[src/rtl/sr_cmd_debouncer.sv]
// sr_cmd_debouncer
// Command conditioning ahead of the SR flip-flop: each raw request is
// synchronised, debounced, rising-edge detected and then arbitrated into
// one-cycle s/r pulses.
// Arbitration makes clear win over set.
// It guarantees at least one idle cycle between pulses.
// As a result, s and r are never high together.
// Optional build macro: SR_CONFLICT_FLAG_EN adds the 'conflict' output.
// 'conflict' marks an r pulse that was issued while a set request was also pending.

module sr_cmd_debouncer #(
  parameter int DEBOUNCE_CYCLES = 4,
  parameter int CNT_W           = 3
) (
  input  logic clk,
  input  logic reset,
  input  logic set_in,
  input  logic clr_in,
  output logic s,
  output logic r,
  output logic busy
`ifdef SR_CONFLICT_FLAG_EN
  ,
  output logic conflict
`endif
);

  typedef enum logic [1:0] {
    IDLE    = 2'b00,
    PULSE_S = 2'b01,
    PULSE_R = 2'b10
  } state_t;

  // Channel index 0 carries set, index 1 carries clear.
  logic [1:0]       sync1_r;
  logic [1:0]       sync2_r;
  logic [1:0]       stable_r;
  logic [1:0]       stable_d_r;
  logic [CNT_W-1:0] cnt_r [2];
  logic [1:0]       rise_s;

  state_t state_r;
  logic   pend_set_r;
  logic   pend_clr_r;
  logic   s_r;
  logic   r_r;

  // Two-flop synchroniser for both raw request lines.
  always_ff @(posedge clk) begin
    if (reset) begin
      sync1_r <= 2'b00;
      sync2_r <= 2'b00;
    end else begin
      sync1_r <= {clr_in, set_in};
      sync2_r <= sync1_r;
    end
  end

  // Debounce: accept a new level only after DEBOUNCE_CYCLES consecutive mismatching samples.
  always_ff @(posedge clk) begin
    if (reset) begin
      stable_r   <= 2'b00;
      stable_d_r <= 2'b00;
      for (int i = 0; i < 2; i++) begin
        cnt_r[i] <= {CNT_W{1'b0}};
      end
    end else begin
      stable_d_r <= stable_r;
      for (int i = 0; i < 2; i++) begin
        if (sync2_r[i] != stable_r[i]) begin
          if (cnt_r[i] == CNT_W'(DEBOUNCE_CYCLES - 1)) begin
            stable_r[i] <= sync2_r[i];
            cnt_r[i]    <= {CNT_W{1'b0}};
          end else begin
            cnt_r[i] <= cnt_r[i] + CNT_W'(1);
          end
        end else begin
          cnt_r[i] <= {CNT_W{1'b0}};
        end
      end
    end
  end

  // A debounced 0->1 transition becomes a pending request one edge later; falling edges are dropped.
  assign rise_s = stable_r & ~stable_d_r;

  // Arbiter FSM: clear has priority; every pulse lasts one cycle and is followed by IDLE.
  always_ff @(posedge clk) begin
    if (reset) begin
      state_r    <= IDLE;
      pend_set_r <= 1'b0;
      pend_clr_r <= 1'b0;
      s_r        <= 1'b0;
      r_r        <= 1'b0;
    end else begin
      case (state_r)
        IDLE: begin
          if (pend_clr_r) begin
            state_r    <= PULSE_R;
            r_r        <= 1'b1;
            s_r        <= 1'b0;
            pend_clr_r <= rise_s[1];
            pend_set_r <= pend_set_r | rise_s[0];
          end else if (pend_set_r) begin
            state_r    <= PULSE_S;
            s_r        <= 1'b1;
            r_r        <= 1'b0;
            pend_set_r <= rise_s[0];
            pend_clr_r <= rise_s[1];
          end else begin
            state_r    <= IDLE;
            s_r        <= 1'b0;
            r_r        <= 1'b0;
            pend_set_r <= rise_s[0];
            pend_clr_r <= rise_s[1];
          end
        end
        PULSE_S, PULSE_R: begin
          // Edges arriving here are latched and served once back in IDLE.
          state_r    <= IDLE;
          s_r        <= 1'b0;
          r_r        <= 1'b0;
          pend_set_r <= pend_set_r | rise_s[0];
          pend_clr_r <= pend_clr_r | rise_s[1];
        end
        default: begin
          state_r    <= IDLE;
          s_r        <= 1'b0;
          r_r        <= 1'b0;
          pend_set_r <= pend_set_r | rise_s[0];
          pend_clr_r <= pend_clr_r | rise_s[1];
        end
      endcase
    end
  end

  assign s    = s_r;
  assign r    = r_r;
  assign busy = pend_set_r | pend_clr_r | (state_r != IDLE);

`ifdef SR_CONFLICT_FLAG_EN
  logic conflict_r;

  // Flag an r pulse that was granted while a set request was also waiting; aligned with r.
  always_ff @(posedge clk) begin
    if (reset) begin
      conflict_r <= 1'b0;
    end else if ((state_r == IDLE) && pend_clr_r) begin
      conflict_r <= pend_set_r;
    end else begin
      conflict_r <= 1'b0;
    end
  end

  assign conflict = conflict_r;
`else
  // Without the flag, simultaneous requests are arbitrated the same way but not reported.
`endif

endmodule

[config.mk]
export PLATFORM = sky130hd
export DESIGN_NAME = sr_cmd_debouncer
export DESIGN_NICKNAME = d
export VERILOG_FILES = /design/src/rtl/sr_cmd_debouncer.sv
export SDC_FILE = /design/constraint.sdc
export NUM_CORES = 1
export LEC_CHECK = 0
export BUFFER_PORTS_ARGS = -buffer_cell sky130_fd_sc_hd__buf_4
export CAP_MARGIN = 10
export CORE_ASPECT_RATIO = 1.1
export CORE_UTILIZATION = 40
export DETAILED_ROUTE_END_ITERATION = 8
export GPL_TIMING_DRIVEN = 0
export SYNTH_ARGS = -nofsm -noshare
export SYNTH_HDL_FRONTEND = slang
export SYNTH_SLANG_ARGS = --single-unit
[constraint.sdc]
create_clock -name clk -period 1.4 [get_ports clk]
set_input_delay 0.42 -clock clk [delete_from_list [all_inputs] [get_ports clk]]
set_output_delay 0.42 -clock clk [all_outputs]
set_load 0.005 [all_outputs]
==> impl_results.md <==
* Min Tclk post-route at between 1 and 1.5 ns
* VDD IR max at 664 uV
* Most used DFF post-synth: dfxtp_1
* Max_cap viols at 0
* Clock Tree Buf Depth at 2
* Number of global-route vias before repair at about 400
* Layout Skew at 0.00698 ns
* Top Ports at 7
* Placed instance area at approximately 800 um2
* CTS tree: done
* Synth Area per Inst at about 13 um2
* Sw Ratio at 20.9%
* Mapped Cells at 54
* Post-place setup slack at between 0.015 and 0.02 ns
* Achievable clock frequency at ~700 MHz
* Die width at about 42 um
* Share of flip-flops with an asynchronous set or reset at 0%
* Seq/Total Area, Yosys at approximately 59%
* Area grow syn2layout at 21.9%
* Number of vias per cell at roughly 4.8
* Via count at 420
* Total CTS buffers at 3
* Outcome: complete, but fails checks
* Final Hold Fails at 0
* Number of H-tree levels at 1
* Top cells by count, synth: dfxtp_1, and2b_2, edfxtp_1
* RSZ-0062 raised after global routing: true
* Design area at 870 um2
* Clk pin slew, worst setup/hold paths at ~0.1 ns
* Clk root buf: clkbuf_4
* Pwr Density at roughly 1000 nW/um2
* Final worst slack at -0.0709 ns
* Synth unique cells at 17
* Syn Std Cell Area at ~710 um2
* First-pass GRT wire length at 1670 um
* Initial Utilization at 44.2%
* GR Util All Layers at roughly an eighth
* Critical Path RT at roughly 1 ns
* Period utilization at 105%
* Hpwl dp at 673 um
* Synth top area share at roughly 34%
* Synth area leader: dfxtp_1
* Reg power frac at between 60% and 70%
* Dpl cells at between 80 and 90
* Detailed Routing Iterations Pass 1 at 3
* Critical Path End Type: output pin
* N_diodes at 0
* Leakage at approximately 0.35 nW
* Largest cells by area after synthesis: dfxtp_1, edfxtp_1, and2b_2
* Pin count of the biggest net entering global routing at 11
* Final slew viol count at 0
* Startpoint types: register
* Initial antenna violation count at 0
* Hold WS at 0.342 ns
* Clk Latency, worst-skew pair at roughly 0.29 ns
* Wirelength, routed at about 960 um
* Nets at 80
* Most numerous cell in the Yosys netlist: dfxtp_1
* Setup violators final at 1
* YS warnings at 0
* CP arrival at 1.05 ns
* Net Switching at 0.000179 W
* Share of total power in combinational logic at just over 6%
* Residual DRC at 0
* Drt initial violations at 1
* Clock power share at 28.9%
* Routed len/inst at roughly 11 um
* Die area at 1960 um2
* Final std cells w/o fill at 87
* Crit path kind: reg2out
* Pwr Total at roughly 0.00086 W
* CTS sink count at 18
* Core Region at ~1600 um2
* Routability cong. at roughly 0.66
* Hold WC Path Type: in2reg
* Max FO, Critical Path at 2
* Internal power at 0.000679 W
* GRT overflow at 0
* Post-route ant nets at 0
* Height of the die at 46.3 um
* FF+latch count, synth at 18
* Number of synthesized flops with an enable pin at 6
* Port buffer count at 6
* Violated checks: negative setup slack
* Rows at 15
* Layout cells sized above 1 at 37.1%
-- logic make-up after synthesis --
| logic type | count (synthesis) | synth area share (%) |
|---|---|---|
| AOI/OAI and AO/OA | 3 | 2.63 |
| xor gates and xnor gates | 2 | 2.46 |
| adders and majority gates | 4 | 7.02 |
| buffers and inverters | 4 | 3.16 |
| DFF | 18 | 58.9 |
| muxes | 2 | 2.81 |
| other | 1 | 0.526 |
| and+or+nand+nor | 20 | 22.5 |
-- worst max-delay path: stages (launching register included) --
cell	delay [ns]
dfxtp_4	0.37
nor3_4	0.18
nand2b_1	0.08
buf_4	0.13
-- path summary, 6_finish.rpt --
check	slack, ns	end	depth (start not counted)	start
max	-0.07	busy	3	state_r[1]
min	0.34	sync1_r[0]	2	set_in
max reg2reg	0.05	cnt_r[1][0]	3	cnt_r[1][0]
min reg2reg	0.46	sync2_r[0]	1	sync1_r[0]
-- routing by layer --
layer | global-route usage (%) | up-vias | routed length (um)
met5 | 0 | - | 0
met4 | 9.38 | 0 | 15
met1 | 14.3 | 189 | 486
met3 | 3.92 | 2 | 43
li1 | - | 219 | -
met2 | 18.5 | 10 | 415
-- flip-flops by register name, indices dropped and copies added, names as in the netlist --
register	flops
cnt_r	6
stable_d_r	2
stable_r	2
state_r	2
sync1_r	2
sync2_r	2
pend_clr_r	1
pend_set_r	1
-- layout make-up --
class,instances,area [um2]
plain buffers,1,11.3
clock buffers,3,22.5
fillers,147,744
inverters,3,11.3
multi-input cells,37,319
flip-flops and latches,18,424
well taps,17,21.3
repair buffers,8,60.1
-- per-stage QoR --
| step | utilization (%) | TNS (ns) |
|---|---|---|
| after global routing | 53.9 | -0.122 |
| after CTS | 52.6 | -0.0851 |
| after floorplan | - | 0 |
| after global placement | 49.5 | 0 |
| final | 53.9 | -0.0709 |
| after detailed placement | 49.5 | 0 |
-- power by group through the flow --
| stage | Sequential (W) | Combinational, W | Clock, W |
|---|---|---|---|
| 2_1_floorplan | 0.000570 | 0.0000325 | 0 |
| 3_3_place_gp | 0.000571 | 0.0000457 | 0 |
| 3_5_place_dp | 0.000572 | 0.0000464 | 0 |
| 4_1_cts | 0.000558 | 0.0000481 | 0.000261 |
| 5_1_grt | 0.000559 | 0.0000585 | 0.000285 |
| 6_report | 0.000557 | 0.0000526 | 0.000248 |
-- placed cells by master, fill, tap and decap left out, drive strengths merged, types with 2 or more instances in the layout --
master and count:
xnor2 2, mux2i 2, nand2b 3, conb 6
nor4 5, clkbuf 3, nor4b 3, nor2 2
dfxtp 12, and2b 6, buf 9, ha 4
inv 3, edfxtp 6
-- timing repair --
| action | in CTS | in global routing |
|---|---|---|
| gates resized for setup | 5 | 2 |
| pin swaps | 1 | 0 |
| hold buffers | 0 | 0 |
| setup endpoints to repair | 2 | 3 |
| setup buffers | 1 | 1 |
Power figures use the tool's default switching activity.
